## src/rtl/eth_rx_hdr_parser.sv

```systemverilog
`default_nettype none
// ============================================================================
// Module : eth_rx_hdr_parser
// Strips the 14-byte Ethernet header from the MAC RX halfword stream, presents
// dst/src MAC and EtherType as sideband, forwards payload, reports length/status.
// Rev    : 1.0
// ============================================================================
module eth_rx_hdr_parser #(
    parameter bit          ETYPE_FILTER_EN = 1'b0,
    parameter logic [15:0] ETYPE_0         = 16'h0800,
    parameter logic [15:0] ETYPE_1         = 16'h0806,
    parameter int          SIM_DELAY       = 1
) (
    input  logic        aclk,
    input  logic        aresetn,
    input  logic [23:0] s_axis_data,
    input  logic [1:0]  s_axis_keep,
    input  logic        s_axis_last,
    input  logic        s_axis_valid,
    output logic [47:0] hdr_dst_mac,
    output logic [47:0] hdr_src_mac,
    output logic [15:0] hdr_etype,
    output logic [7:0]  hdr_frame_no,
    output logic        hdr_valid,
    output logic [23:0] m_axis_data,
    output logic [1:0]  m_axis_keep,
    output logic        m_axis_last,
    output logic        m_axis_valid,
    output logic        frm_done,
    output logic        frm_err,
    output logic [10:0] frm_len
);

    typedef enum logic [1:0] {
        S_IDLE = 2'd0,
        S_HDR  = 2'd1,
        S_PLD  = 2'd2,
        S_DROP = 2'd3
    } state_t;

    // Register timing is zero-delay here; SIM_DELAY is kept only for interface compatibility.
    if (SIM_DELAY < 0) begin : g_sim_delay_unused
    end

    state_t          r_state;
    logic [7:0]      r_frame_no;
    logic [2:0]      r_hcnt;
    logic [5:0][15:0] r_hw;
    logic [10:0]     r_len;

    logic [7:0]  w_fno;
    logic        w_restart;
    logic [15:0] w_etype;
    logic        w_etype_ok;
    logic [1:0]  w_pop;
    logic [11:0] w_sum;
    logic [10:0] w_len_next;

    function automatic logic [15:0] swap16(input logic [15:0] h);
        return {h[7:0], h[15:8]};
    endfunction

    assign w_fno      = s_axis_data[23:16];
    // A beat in IDLE, or any beat carrying a new frame number, starts a fresh header.
    assign w_restart  = s_axis_valid && ((r_state == S_IDLE) || (w_fno != r_frame_no));
    assign w_etype    = swap16(s_axis_data[15:0]);
    assign w_etype_ok = !ETYPE_FILTER_EN || (w_etype == ETYPE_0) || (w_etype == ETYPE_1);
    assign w_pop      = {1'b0, s_axis_keep[1]} + {1'b0, s_axis_keep[0]};
    assign w_sum      = {1'b0, r_len} + {10'd0, w_pop};
    assign w_len_next = w_sum[11] ? 11'h7FF : w_sum[10:0];

    always_ff @(posedge aclk or negedge aresetn) begin
        if (!aresetn) begin
            r_state      <= S_IDLE;
            r_frame_no   <= '0;
            r_hcnt       <= '0;
            r_hw         <= '0;
            r_len        <= '0;
            hdr_dst_mac  <= '0;
            hdr_src_mac  <= '0;
            hdr_etype    <= '0;
            hdr_frame_no <= '0;
            hdr_valid    <= 1'b0;
            m_axis_data  <= '0;
            m_axis_keep  <= '0;
            m_axis_last  <= 1'b0;
            m_axis_valid <= 1'b0;
            frm_done     <= 1'b0;
            frm_err      <= 1'b0;
            frm_len      <= '0;
        end else begin
            hdr_valid    <= 1'b0;
            m_axis_valid <= 1'b0;
            m_axis_last  <= 1'b0;
            frm_done     <= 1'b0;
            frm_err      <= 1'b0;
            if (w_restart) begin
                if (r_state == S_PLD) begin
                    frm_done <= 1'b1;
                    frm_err  <= 1'b1;
                    frm_len  <= r_len;
                end
                r_frame_no <= w_fno;
                r_hw[0]    <= s_axis_data[15:0];
                r_hcnt     <= 3'd1;
                r_len      <= '0;
                r_state    <= s_axis_last ? S_IDLE : S_HDR;
            end else if (s_axis_valid) begin
                case (r_state)
                    S_HDR: begin
                        if (s_axis_last) begin
                            r_state <= S_IDLE;
                        end else if (r_hcnt == 3'd6) begin
                            if (w_etype_ok) begin
                                hdr_dst_mac  <= {swap16(r_hw[0]), swap16(r_hw[1]), swap16(r_hw[2])};
                                hdr_src_mac  <= {swap16(r_hw[3]), swap16(r_hw[4]), swap16(r_hw[5])};
                                hdr_etype    <= w_etype;
                                hdr_frame_no <= r_frame_no;
                                hdr_valid    <= 1'b1;
                                r_state      <= S_PLD;
                            end else begin
                                r_state <= S_DROP;
                            end
                        end else begin
                            r_hw[r_hcnt] <= s_axis_data[15:0];
                            r_hcnt       <= r_hcnt + 3'd1;
                        end
                    end
                    S_PLD: begin
                        m_axis_data  <= s_axis_data;
                        m_axis_keep  <= s_axis_keep;
                        m_axis_last  <= s_axis_last;
                        m_axis_valid <= 1'b1;
                        r_len        <= w_len_next;
                        if (s_axis_last) begin
                            frm_done <= 1'b1;
                            frm_len  <= w_len_next;
                            r_state  <= S_IDLE;
                        end
                    end
                    S_DROP: begin
                        if (s_axis_last) begin
                            r_state <= S_IDLE;
                        end
                    end
                    default: r_state <= S_IDLE;
                endcase
            end
        end
    end

endmodule
`default_nettype wire

```

## config.mk

```make
export PLATFORM = sky130hd
export DESIGN_NAME = eth_rx_hdr_parser
export DESIGN_NICKNAME = d
export VERILOG_FILES = /design/src/rtl/eth_rx_hdr_parser.sv
export SDC_FILE = /design/constraint.sdc
export NUM_CORES = 1
export LEC_CHECK = 0
export CAP_MARGIN = 15
export CORE_UTILIZATION = 50
export DETAILED_ROUTE_END_ITERATION = 8
export PLACE_DENSITY = 0.76
export SKIP_LAST_GASP = 1
export SYNTH_ARGS = -nofsm -noshare
export SYNTH_HDL_FRONTEND = slang
export SYNTH_SLANG_ARGS = --single-unit
```

## constraint.sdc

```tcl
create_clock -name aclk -period 3.8 [get_ports aclk]
set_input_delay 0.57 -clock aclk [delete_from_list [all_inputs] [get_ports aclk]]
set_output_delay 0.57 -clock aclk [all_outputs]
set_load 0.02 [all_outputs]
```

### After elaboration in Yosys (flattened, before gate mapping)

Cells that the tools add are included.

* reductions and logical operators: 16
* bitwise gates (word level): 3
* magnitude comparators: 2
* multiplexer cells: 45
* add/subtract/negate cells: 3
* equality and inequality tests: 9

Operators by type and width (number)
* $mux 11: 9
* $bwmux 96: 1
* $mux 16: 6
* $demux 16 s3: 1
* $mux 1: 17
* $mux 3: 5
* $add 11x2->12: 1
* $mux 2: 5
* $reduce_and 5->1: 2
* $reduce_and 3->1: 3
* $ne 8x8->1: 1
* $reduce_bool 2->1: 4
* $eq 2x2->1 const B: 2
* $lt 3x4->1 const B: 1
* $ne 4x4->1 const B: 1
* $pmux 2 s2: 1
* $reduce_and 4->1: 1
* $add 3x1->3 const B: 1
* $eq 3x3->1 const B: 1
* $ge 3x1->1 const B: 1
* $ne 3x1->1 const B: 1
* $not 1->1: 3
* $add 1x1->2: 1
* $eq 2x1->1 const B: 1
* 7 further kinds: 8

* input port bits: 30
* output and inout bits: 162
* register bits: 282
* word-level logic and storage cells: 100

### Longest topological paths before layout

Gate-level depths: netlist of the first run.

* depth after elaboration: 10
* mapped depth: 10

### Worst setup path before layout of the first run

Ideal clock, no wire load.

* kind: input to register
* start point: input port s_axis_valid
* end point: register r_hw[53] in the netlist's numbering
* library setup time: 127 ps
* required time: 3673 ps
* stages: 9
* arrival time: 2456 ps
* path slack: 1216 ps
* cells stage by stage: clkbuf_2 > and4bb_1 > and2_1 > buf_2 > nor4b_4 > and4_1 > buf_4 > buf_6 > mux2_1

* cells in the longest elaborated chain, start to end: 3

RTL lines
* start, declared: line 19 `input logic s_axis_valid,`
* $logic_and 1x1->1: line 65 `assign w_restart = s_axis_valid && ((r_state == S_IDLE) || (w_fno != r_frame_no));`
* $not 1->1 (no line)
* $reduce_and 5->1 (no line) (*)
* end signal, assigned by index: line 125 `r_hw[r_hcnt] <= s_axis_data[15:0];`
* end, declared: line 48 `logic [5:0][15:0] r_hw;`

Mark *: on every way between the ends. The rest lies on a longest branch, timed or not.
A chain may end at the register's enable or synchronous reset.

### Final worst setup path of the first run

* start point: register r_hcnt[0]
* end point: register r_hw[81] in the netlist's numbering

* cells in the longest elaborated chain, start to end: 5

RTL lines
* start, declared: line 47 `logic [2:0] r_hcnt;`
* start signal, assigned: line 126 `r_hcnt <= r_hcnt + 3'd1;`
* $lt 3x4->1 (implied by the code) or $ge 3x1->1 (tied branches): line 125
* $logic_and 1x1->1 (implied by the code): line 125
* $mux 16 (implied by the code): line 125
* $demux 16 s3: line 125
* $bwmux 96: line 125

Parallel ways exist; a longest one is shown, timed or not.

==> qor_table.md, run 1 <==
| Item | Value |
|---|---|
| Outcome | finished, final reports clean |
| Cell count after synthesis | 724 |
| Die Y | 151 um |
| Die footprint | 22900 sq um |
| Shortest period the worst path allows | 2910 ps |
| YS warnings | 0 |
| N_diodes | 0 |
| Largest clock skew in the final design | 12.6 ps |
| Average via count per standard cell | 5.45 |
| Number of storage elements in the synthesis netlist | 282 |
| Clock root buffer | sky130_fd_sc_hd__clkbuf_16 |
| Portion of the clock cycle consumed by the worst path in the final layout | 76.5% |
| Max-cap violations | 0 |
| Total power | 5.98 mW |
| Synth top cells by count | 282 x sky130_fd_sc_hd__dfrtp_1, 231 x sky130_fd_sc_hd__mux2_2, 22 x sky130_fd_sc_hd__nand2_1 |
| First drt pass iteration count | 4 |
| Cell type of the slowest stage on the worst timing path | sky130_fd_sc_hd__nor4b_4 |
| Antenna violations before repair | 0 |
| Endpoint of the worst-slack reg-to-reg timing path | r_hw[81] |
| Fin. Hold Viols | 0 |
| Global placer's final weighted congestion | 0.803 |
| Critical Path RT | 4220 ps |
| Worst Max-Slew Pin Slew | 797 ps |
| Routed length per instance | 19.0 um |
| Proportion of register bits with asynchronous set or reset after synthesis | 100% |
| Slack of the worst reg-to-reg path | 890 ps |
| Worst reg2reg path startpoint | r_hcnt[0] |
| Critical path fanouts, max | 13 |
| Antenna-violating nets left | 0 |
| Syn nets | 758 |
| Total routing resource utilization after global routing | 21.0% |
| Register area share after synthesis | 63.4% |
| Data arrival time of the worst path | 3330 ps |
| Critical path cell sequence | inv_1 > ha_1 > nand2_1 > and2_1 > nor4b_4 > and4_1 > buf_12 > mux2_2 |
| Wirelength, routed | 23300 um |
| Final setup violation count | 0 |
| Clock input transition at the sequential cells of the worst setup and hold paths | 60 ps |
| Worst-Skew Late Latency | 540 ps |
| Leakage power | 6.89 nW |
| Starting Density | 51.0% |
| Fraction of layout cells with a size suffix above 1 | 31.6% |
| Area inside the core boundary | 21800 sq um |
| Pin count of the biggest net entering global routing | 104 |
| Net count, final | 958 |
| # port buffers | 191 |
| Type of the tightest min-delay check | input pin to asynchronous set/reset pin |
| CTS tree | built |
| Number of sinks driven by the clock tree | 282 |
| Number of synthesized flops with an enable pin | 0 |
| Average footprint of a synthesized cell | 15.4 sq um |
| Fraction of synthesized cell area taken by the top area cell type | 63.4% |
| Hold buffer count at CTS | 0 |
| Number of DRC violations after detailed-routing iteration 0 | 280 |
| Width of the die | 151 um |
| Buffers inserted during post-CTS setup optimization | 0 |
| Worst hold slack across all endpoints | 77.7 ps |
| CP Launch Type | flop |
| Slew headroom | 46.9% |
| Setup repair after global routing missed its margin | false |
| Critical Setup Path Class | flop to flop |
| Top-level port count | 192 |
| Number of buffers added by the clock tree synthesis step | 29 |
| Overall via count from detail_route | 6673 |
| Cell depth of the worst flop-to-flop path | 8 |
| Area of the mapped netlist | 11100 sq um |
| Category of the worst setup path capture point | flop |
| Gates resized, CTS repair | 0 |
| Achievable Freq | 344 MHz |
| Number of fill cells in the layout | 1637 |
| Layout area overhead | 28.5% |
| Top area cells in the synthesized netlist | sky130_fd_sc_hd__dfrtp_1 63%, sky130_fd_sc_hd__mux2_2 23%, sky130_fd_sc_hd__mux2_1 2.0% |
| Post-route DRC | 0 |
| HPWL reported at the end of detailed placement | 15400 um |
| Setup TNS | 0 ps |
| Max Slew Vio Count | 0 |
| Peak supply drop | 362 uV |
| Wire length of the first global-routing pass | 37000 um |
| Delay of the slowest cell on the worst path | 540 ps |
| Via count of the first global-routing pass | 6596 |
| Final global-route overflow total | 0 |
| Cell taking the most area after synthesis | sky130_fd_sc_hd__dfrtp_1 |
| Power density over the cells | 418 nW/um^2 |
| H-tree Lvls | 1 |
| Rows | 54 |
| Max Root-Sink Buffers | 3 |
| Post-synthesis cell type count | 49 |
| Primary flip-flop cell chosen by synthesis mapping | sky130_fd_sc_hd__dfrtp_1 |
| Dominant cell by count in the synthesized netlist | sky130_fd_sc_hd__dfrtp_1 |
[critical path: cells and delay by family (launching register included)]
kind	cells	cell delay, ps
and+or+nand+nor	4	1300
DFF	1	510
buffers and inverters	2	380
muxes	1	330
adders and majority gates	1	270
[power by group]
part           switching (mW)  internal, mW
Clock                    1.12          1.59
Sequential             0.0207          3.03
Combinational           0.132        0.0807
Total                    1.27          4.70
[metal layers]
layer | global-route usage, % | part of all wire (%) | wire length [um]
met4 | 5.40 | 1.8 | 410
met2 | 33.6 | 48 | 11200
met1 | 29.2 | 45 | 10500
met5 | 0 | 0 | 0
met3 | 4.58 | 5.4 | 1250
[worst max-delay path by stage]
stage | from | cells past startpoint | slack, ps | endpoint
2_1_floorplan | s_axis_valid | 9 | 1220 | r_hw[53]
3_3_place_gp | s_axis_valid | 6 | 600 | m_axis_data[20]
3_5_place_dp | s_axis_last | 7 | 540 | r_hw[81]
4_1_cts | r_hcnt[0] | 8 | 900 | r_hw[81]
5_1_grt | r_hcnt[0] | 8 | 670 | r_hw[87]
6_report | r_hcnt[0] | 8 | 890 | r_hw[81]
[placed cells by master, fill, tap and decap left out, types with 3 or more instances in the layout]
master,instances
sky130_fd_sc_hd__dfrtp_1,282
sky130_fd_sc_hd__mux2_2,231
sky130_fd_sc_hd__clkdlybuf4s50_1,190
sky130_fd_sc_hd__clkbuf_16,29
sky130_fd_sc_hd__nand2_1,22
sky130_fd_sc_hd__mux2_1,20
sky130_fd_sc_hd__o21ai_0,16
sky130_fd_sc_hd__a21oi_1,12
sky130_fd_sc_hd__inv_1,11
sky130_fd_sc_hd__buf_4,11
sky130_fd_sc_hd__clkbuf_1,10
sky130_fd_sc_hd__nor2_1,9
sky130_fd_sc_hd__a22o_1,9
sky130_fd_sc_hd__xnor2_1,8
sky130_fd_sc_hd__nand3_1,6
sky130_fd_sc_hd__clkbuf_8,6
sky130_fd_sc_hd__a41o_1,5
sky130_fd_sc_hd__and3_1,4
sky130_fd_sc_hd__mux2i_1,4
sky130_fd_sc_hd__clkinv_2,4
sky130_fd_sc_hd__buf_12,4
sky130_fd_sc_hd__and2_1,3
sky130_fd_sc_hd__and4_1,3
sky130_fd_sc_hd__nand4_4,3
sky130_fd_sc_hd__a311oi_1,3
sky130_fd_sc_hd__ha_1,3
[cells by family after synthesis]
group | count (synthesis) | synth area share (%)
buffers and inverters | 48 | 2.04
adder cells (fa/ha/maj) | 4 | 0.517
AND/OR/NAND/NOR | 68 | 3.86
multiplexers | 255 | 25.8
XOR/XNOR | 8 | 0.630
flip-flops | 282 | 63.4
AO/OA/AOI/OAI | 59 | 3.78
[state kept, by name (all words and copies together) (netlist names), 2 cells and up]
register / count
frm_len: 11
hdr_dst_mac: 48
hdr_etype: 16
hdr_frame_no: 8
hdr_src_mac: 48
m_axis_data: 24
m_axis_keep: 2
r_frame_no: 8
r_hcnt: 3
r_hw: 96
r_len: 11
r_state: 2
[final cells by class]
cell class	count	area (sq um)	area share, %
clock buffer	45	846	5.92
clock inverter	7	67.6	0.473
inverter	11	41.3	0.289
multi-input combinational	394	3860	27.0
sequential	282	7060	49.4
tap	280	350	2.45
timing repair buffer	206	2080	14.5
[metrics by stage]
stage | cell area, sq um | instances | setup slack, ps | util, %
global route | 14300 | 1225 | 673 | 65.5
global placement | 13400 | 1173 | 601 | 61.3
floorplan | 11100 | 724 | 1220 | -
detailed placement | 13400 | 1173 | 544 | 61.3
finish | 14300 | 1225 | 892 | 65.5
CTS | 14300 | 1225 | 895 | 65.5
(Power assumes the default switching activity.)
==> inputs of run 2 (changes only) <==
--- a/config.mk
+++ b/config.mk
@@ -6,7 +6,7 @@
 export NUM_CORES = 1
 export LEC_CHECK = 0
 export CAP_MARGIN = 15
-export CORE_UTILIZATION = 50
+export CORE_UTILIZATION = 48
 export DETAILED_ROUTE_END_ITERATION = 8
 export PLACE_DENSITY = 0.76
 export SKIP_LAST_GASP = 1
==> constraint.sdc (replaced) <==
create_clock -name aclk -period 2.5 [get_ports aclk]
set_input_delay 0.375 -clock aclk [delete_from_list [all_inputs] [get_ports aclk]]
set_output_delay 0.375 -clock aclk [all_outputs]
set_load 0.02 [all_outputs]
==> qor_table.md, run 2 (synthesis gave the netlist of run 1 again) <==
| Item | Value | Change |
|---|---|---|
| Via count of the first global-routing pass | 7004 | was 6596 |
| # port buffers | 191 | unchanged |
| Fin. Hold Viols | 0 | unchanged |
| Slack of the worst reg-to-reg path | 180 ps | was 890 ps |
| Max Root-Sink Buffers | 3 | unchanged |
| Achievable Freq | 431 MHz | was 344 MHz |
| Number of sinks driven by the clock tree | 282 | unchanged |
| CP Launch Type | flop | unchanged |
| Total internal power | 7.77 mW | was 4.70 mW |
| Critical path cell sequence | inv_1 > fa_1 > nand3b_1 > or4_4 > o21ai_0 > a21oi_1 > a311oi_1 | was inv_1 > ha_1 > nand2_1 > and2_1 > nor4b_4 > and4_1 > buf_12 > mux2_2 |
| Fraction of power consumed by sequential logic | 47.5% | was 51.1% |
| Category of the worst setup path capture point | flop | unchanged |
| Storage cell area | 7060 sq um | about the same |
| Wirelength, routed | 24400 um | was 23300 um |
| Max-cap violations | 0 | unchanged |
| Top-level port count | 192 | unchanged |
| Die Y | 154 um | was 151 um |
| Layout area overhead | 33.2% | was 28.5% |
| Largest clock skew in the final design | 8.11 ps | was 12.6 ps |
| Largest delay share family, worst path | simple AND/OR/NAND/NOR gates | unchanged |
| Slew headroom | 58.3% | was 46.9% |
| Setup WS post-layout | 180 ps | was 892 ps |
| Leakage power | 7.16 nW | was 6.89 nW |
| Net switching share of the total power | 20.5% | was 21.3% |
| Critical Path RT | 2940 ps | was 4220 ps |
| Cell depth of the worst flop-to-flop path | 7 | was 8 |
| Power density over the cells | 659 nW/um^2 | was 418 nW/um^2 |
| Portion of the clock cycle consumed by the worst path in the final layout | 92.8% | was 76.5% |
| Met2 wire length | 11900 um | was 11200 um |
| Power share of the combinational group | 3.6% | about the same |
| Die footprint | 23800 sq um | was 22900 sq um |
| Width of the die | 154 um | was 151 um |
| Number of fill cells in the layout | 1670 | was 1637 |
| H-tree Lvls | 1 | unchanged |
| Fraction of layout cells with a size suffix above 1 | 34.7% | was 31.6% |
| Clock root buffer | sky130_fd_sc_hd__clkbuf_16 | unchanged |
| Final global-route overflow total | 0 | unchanged |
| First drt pass iteration count | 4 | unchanged |
| Number of cells after detailed placement | 1206 | was 1173 |
| Commonest non-fill, non-tap cell in the layout | sky130_fd_sc_hd__dfrtp_1 | unchanged |
| Area inside the core boundary | 22700 sq um | was 21800 sq um |
| Commonest cells after routing, fill and taps aside | 281 x sky130_fd_sc_hd__dfrtp_1, 231 x sky130_fd_sc_hd__mux2_2, 190 x sky130_fd_sc_hd__clkdlybuf4s50_1 | was 282 x sky130_fd_sc_hd__dfrtp_1, 231 x sky130_fd_sc_hd__mux2_2, 190 x sky130_fd_sc_hd__clkdlybuf4s50_1 |
| Delay of the slowest cell on the worst path | 630 ps | was 540 ps |
| Area used by multi-input combinational logic | 3860 sq um | about the same |
| Type of the tightest min-delay check | input pin to asynchronous set/reset pin | unchanged |
| Antenna-violating nets left | 0 | unchanged |
| Net count, final | 986 | was 958 |
| Endpoint of the worst-slack reg-to-reg timing path | r_len[8] | was r_hw[81] |
| Critical path fanouts, max | 12 | was 13 |
| HPWL reported at the end of detailed placement | 15900 um | was 15400 um |
| Rows | 55 | was 54 |
| Area post-placement | 13700 sq um | was 13400 sq um |
| Routed length per instance | 19.4 um | was 19.0 um |
| Antenna violations before repair | 0 | unchanged |
| Clock share of power | 48.9% | was 45.3% |
| Setup repair after global routing missed its margin | false | unchanged |
| Worst-Skew Late Latency | 540 ps | about the same |
| Worst reg2reg path startpoint | r_len[0] | was r_hcnt[0] |
| Global placer's final weighted congestion | 0.815 | was 0.803 |
| Peak supply drop | 603 uV | was 362 uV |
| Total routing resource utilization after global routing | 21.1% | was 21.0% |
| Number of DRC violations after detailed-routing iteration 0 | 249 | was 280 |
| Clock input transition at the sequential cells of the worst setup and hold paths | 70 ps | was 60 ps |
| Wire length of the first global-routing pass | 39400 um | was 37000 um |
| Post-route DRC | 0 | unchanged |
| Worst Max-Slew Pin Slew | 624 ps | was 797 ps |
| Shortest period the worst path allows | 2320 ps | was 2910 ps |
| Worst hold slack across all endpoints | 393 ps | was 77.7 ps |
| Post-layout utilization of the core | 65.3% | was 65.5% |
| Average via count per standard cell | 5.40 | was 5.45 |
| CTS tree | built | unchanged |
| Pin count of the biggest net entering global routing | 72 | was 104 |
| Final setup violation count | 0 | unchanged |
| Critical Setup Path Class | flop to flop | unchanged |
| N_diodes | 0 | unchanged |
| Cell type of the slowest stage on the worst timing path | sky130_fd_sc_hd__or4_4 | was sky130_fd_sc_hd__nor4b_4 |
| Met1 WL | 10400 um | was 10500 um |
| Net switching power | 2.00 mW | was 1.27 mW |
| Worst setup timing slack at the placement stage | -387 ps | was 544 ps |
| Number of standard cells in the final layout excluding fillers | 1258 | was 1225 |
| Uppermost metal layer occupied by signal nets | met4 | unchanged |
| Largest register by flop count | r_hw | unchanged |
| Flip-flop count of the largest register, all copies and words added | 96 | unchanged |
| Overall via count from detail_route | 6791 | was 6673 |
| Starting Density | 49.0% | was 51.0% |
| Routed length on met3 | 1580 um | was 1250 um |
| Final standard cell area without fillers | 14800 sq um | was 14300 sq um |
| Outcome | finished, final reports clean | unchanged |
| Registers with the most flip-flops | r_hw x96, hdr_dst_mac x48, hdr_src_mac x48 | unchanged |
| Max Slew Vio Count | 0 | unchanged |
| Combined buffer and inverter count along the critical path | 1 | was 2 |
| Data arrival time of the worst path | 2760 ps | was 3330 ps |
| Number of buffers added by the clock tree synthesis step | 28 | was 29 |
[run 2: cell types whose count changed in the layout (fill, tap and decap cells not counted), moves of 2 or more]
| cell | previous run | this run |
|---|---|---|
| sky130_fd_sc_hd__bufinv_16 | 1 | 7 |
| sky130_fd_sc_hd__clkbuf_8 | 6 | 8 |
| sky130_fd_sc_hd__buf_12 | 4 | 14 |
| sky130_fd_sc_hd__buf_4 | 11 | 29 |
| sky130_fd_sc_hd__clkbuf_1 | 10 | 1 |
[run 2: final cells by class]
type                    instances  share of cell area, %
clock inverters                14                   1.77
clock buffers                  37                   5.50
repair buffers                235                   16.4
well taps                     285                   2.41
inverters                      11                  0.279
flip-flops and latches        282                   47.6
multi-input cells             394                   26.1
[run 2: how the worst max path moves through the flow]
| stage | from | end | slack, ps | depth (start not counted) |
|---|---|---|---|---|
| 5_1_grt | r_frame_no[5] | hdr_dst_mac[34] | 70 | 7 |
| 2_1_floorplan | r_hcnt[0] | r_hw[53] | 40 | 10 |
| 4_1_cts | r_len[0] | r_len[8] | 20 | 7 |
| 3_3_place_gp | s_axis_keep[0] | r_len[8] | -340 | 8 |
| 6_report | r_len[0] | r_len[8] | 180 | 7 |
| 3_5_place_dp | s_axis_keep[0] | r_len[8] | -390 | 8 |
[run 2: per-layer routing]
metal,up-vias,GRT usage (%)
li1,3063,-
met1,3521,28.2
met2,171,34.5
met3,36,5.58
met4,0,5.47
met5,-,0
[run 2: worst reg2reg max path: cells and delay by family, from the launching register on]
family                   cells  cell delay [ps]
AND/OR/NAND/NOR              2              830
flip-flops                   1              410
AO/OA/AOI/OAI                3              520
buffers and inverters        1               70
adder cells (fa/ha/maj)      1              390
[run 2: per-stage QoR]
step	total power, mW	setup TNS, ps
2_1_floorplan	4.83	0
3_3_place_gp	5.08	-32100
3_5_place_dp	5.09	-38530
4_1_cts	9.89	0
5_1_grt	10.1	0
6_report	9.77	0
[run 2: repair_timing]
item / CTS / global route
hold buffers: 1 / 0
setup buffers: 0 / 0
resized for setup: 0 / 1
endpoints found under the hold margin: 65 / 0
setup endpoints to repair: 0 / 2
[run 2: power by group through the flow]
| stage | Combinational [mW] | Clock, mW | Sequential (mW) |
|---|---|---|---|
| 2_1_floorplan | 0.114 | 0 | 4.72 |
| 3_3_place_gp | 0.357 | 0 | 4.72 |
| 3_5_place_dp | 0.362 | 0 | 4.73 |
| 4_1_cts | 0.364 | 4.88 | 4.64 |
| 5_1_grt | 0.394 | 5.07 | 4.64 |
| 6_report | 0.353 | 4.77 | 4.64 |
==> inputs of run 3 (changes only) <==
--- a/config.mk
+++ b/config.mk
@@ -6,9 +6,9 @@
 export NUM_CORES = 1
 export LEC_CHECK = 0
 export CAP_MARGIN = 15
-export CORE_UTILIZATION = 48
+export CORE_UTILIZATION = 40
 export DETAILED_ROUTE_END_ITERATION = 8
-export PLACE_DENSITY = 0.76
+export PLACE_DENSITY = 0.66
 export SKIP_LAST_GASP = 1
 export SYNTH_ARGS = -nofsm -noshare
 export SYNTH_HDL_FRONTEND = slang
==> qor_table.md, run 3 (synthesis gave the netlist of run 1 again) <==
| Item | Value | Change |
|---|---|---|
| Outcome | finished, final reports clean | unchanged |
| Worst Max-Slew Pin Slew | 665 ps | was 624 ps |
| Number of buffers added by the clock tree synthesis step | 30 | was 28 |
| Setup repair after global routing missed its margin | false | unchanged |
| Cell type of the slowest stage on the worst timing path | sky130_fd_sc_hd__mux2_2 | was sky130_fd_sc_hd__or4_4 |
| Total power | 9.34 mW | was 9.77 mW |
| Starting Density | 41.1% | was 49.0% |
| Slew headroom | 55.7% | was 58.3% |
| Worst setup timing slack at the placement stage | -331 ps | was -387 ps |
| Critical path fanouts, max | 90 | was 12 |
| Antenna violations before repair | 1 | was 0 |
| Critical Setup Path Class | flop to flop | unchanged |
| Via count of the first global-routing pass | 7010 | was 7004 |
| Hold buffer count at CTS | 1 | unchanged |
| Die Y | 169 um | was 154 um |
| Width of the die | 169 um | was 154 um |
| Number of sinks driven by the clock tree | 282 | unchanged |
| Clock root buffer | sky130_fd_sc_hd__clkbuf_16 | unchanged |
| Max Root-Sink Buffers | 3 | unchanged |
| Net count, final | 988 | was 986 |
| Cell depth of the worst flop-to-flop path | 7 | unchanged |
| Slack of the worst reg-to-reg path | 120 ps | was 180 ps |
| Final global-route overflow total | 0 | unchanged |
| Overall via count from detail_route | 6689 | was 6791 |
| HPWL reported at the end of detailed placement | 16600 um | was 15900 um |
| Die footprint | 28500 sq um | was 23800 sq um |
| N_diodes | 0 | unchanged |
| First drt pass iteration count | 4 | unchanged |
| Antenna-violating nets left | 0 | unchanged |
| Critical Path RT | 2940 ps | about the same |
| Peak supply drop | 600 uV | was 603 uV |
| Type of the tightest min-delay check | input pin to asynchronous set/reset pin | unchanged |
| Number of standard cells in the final layout excluding fillers | 1346 | was 1258 |
| Number of DRC violations after detailed-routing iteration 0 | 267 | was 249 |
| CP Launch Type | flop | unchanged |
| Fin. Hold Viols | 0 | unchanged |
| Leakage power | 7.10 nW | was 7.16 nW |
| Top-level port count | 192 | unchanged |
| Global placer's final weighted congestion | 0.878 | was 0.815 |
| Achievable Freq | 420 MHz | was 431 MHz |
| Endpoint of the worst-slack reg-to-reg timing path | hdr_dst_mac[1] | was r_len[8] |
| Max-cap violations | 0 | unchanged |
| Worst-Skew Late Latency | 560 ps | was 540 ps |
| Portion of the clock cycle consumed by the worst path in the final layout | 95.3% | was 92.8% |
| Commonest non-fill, non-tap cell in the layout | sky130_fd_sc_hd__dfrtp_1 | unchanged |
| Setup WS post-layout | 116 ps | was 180 ps |
| Setup TNS | 0 ps | unchanged |
| Final setup violation count | 0 | unchanged |
| Flip-flop count of the largest register, all copies and words added | 96 | unchanged |
| Fraction of layout cells with a size suffix above 1 | 34.2% | was 34.7% |
| Number of cells after detailed placement | 1293 | was 1206 |
| Wirelength, routed | 25000 um | was 24400 um |
| Registers with the most flip-flops | r_hw x96, hdr_dst_mac x48, hdr_src_mac x48 | unchanged |
| Storage cell area | 7060 sq um | unchanged |
| Final standard cell area without fillers | 14800 sq um | about the same |
| Rows | 60 | was 55 |
| CTS tree | built | unchanged |
| Number of fill cells in the layout | 2285 | was 1670 |
| Commonest cells after routing, fill and taps aside | 281 x sky130_fd_sc_hd__dfrtp_1, 231 x sky130_fd_sc_hd__mux2_2, 190 x sky130_fd_sc_hd__clkdlybuf4s50_1 | unchanged |
| Delay of the slowest cell on the worst path | 420 ps | was 630 ps |
| Pin count of the biggest net entering global routing | 91 | was 72 |
| Largest register by flop count | r_hw | unchanged |
| Gates resized, CTS repair | 0 | unchanged |
| Post-route DRC | 0 | unchanged |
| Critical path cell sequence | xnor2_1 > nand2_1 > buf_4 > nor3_2 > nand4_1 > buf_12 > mux2_2 | was inv_1 > fa_1 > nand3b_1 > or4_4 > o21ai_0 > a21oi_1 > a311oi_1 |
| Buffers inserted during post-CTS setup optimization | 0 | unchanged |
| Wire length of the first global-routing pass | 39900 um | was 39400 um |
| Largest clock skew in the final design | 13.5 ps | was 8.11 ps |
| Worst reg2reg path startpoint | r_frame_no[6] | was r_len[0] |
| Max Slew Vio Count | 0 | unchanged |
| Shortest period the worst path allows | 2380 ps | was 2320 ps |
| Average via count per standard cell | 4.97 | was 5.40 |
| Area used by multi-input combinational logic | 3860 sq um | about the same |
| Area inside the core boundary | 27100 sq um | was 22700 sq um |
| Routed length per instance | 18.5 um | was 19.4 um |
| Data arrival time of the worst path | 2820 ps | was 2760 ps |
| Power density over the cells | 632 nW/um^2 | was 659 nW/um^2 |
| H-tree Lvls | 1 | unchanged |
| Total routing resource utilization after global routing | 17.9% | was 21.1% |
| Area post-placement | 13800 sq um | was 13700 sq um |
| Layout area overhead | 32.9% | was 33.2% |
| Worst hold slack across all endpoints | 389 ps | was 393 ps |
| Post-layout utilization of the core | 54.6% | was 65.3% |
| # port buffers | 191 | unchanged |
| Category of the worst setup path capture point | flop | unchanged |
| Clock input transition at the sequential cells of the worst setup and hold paths | 60 ps | was 70 ps |
[run 3: changes by cell type in the layout (fill, tap and decap cells not counted), sizes merged]
cell	change
clkinv	-1
bufinv	-6
clkinvlp	-1
clkbuf	+9
[run 3: how the worst max path moves through the flow]
stage,start,to,slack [ps]
final,r_frame_no[6],hdr_dst_mac[1],120
after global routing,r_len[0],r_len[8],6
after CTS,r_hcnt[0],r_hw[48],170
after detailed placement,s_axis_keep[0],r_len[8],-330
after global placement,s_axis_keep[0],r_len[8],-260
after floorplan,r_hcnt[0],r_hw[53],40
[run 3: metal layers]
metal / up-vias / part of all wire [%] / track usage [%] / routed length, um
li1: 3063 / - / - / -
met2: 157 / 47 / 28.7 / 11700
met5: - / 0 / 0 / 0
met4: 0 / 1.4 / 4.19 / 357
met3: 28 / 7.1 / 5.12 / 1780
met1: 3441 / 45 / 24.1 / 11100
[run 3: worst max-delay path: cells and delay by family (launching register included)]
kind                      cells  cell delay, ps
xor gates and xnor gates      1             240
muxes                         1             420
buffers and inverters         2             420
DFF                           1             400
and+or+nand+nor               3             590
[run 3: layout make-up]
type | instances | share of cell area, %
Timing Repair Buffer | 235 | 16.1
Multi-Input combinational cell | 394 | 26.1
Clock inverter | 6 | 0.542
Clock buffer | 46 | 6.16
Inverter | 11 | 0.279
Sequential cell | 282 | 47.7
Tap cell | 372 | 3.15
[run 3: power by group]
part / leakage (nW) / internal (mW) / switching, mW
clock: 0.490 / 2.60 / 1.75
combinational: 2.73 / 0.143 / 0.211
sequential: 3.88 / 4.61 / 0.0298
total: 7.10 / 7.35 / 1.99
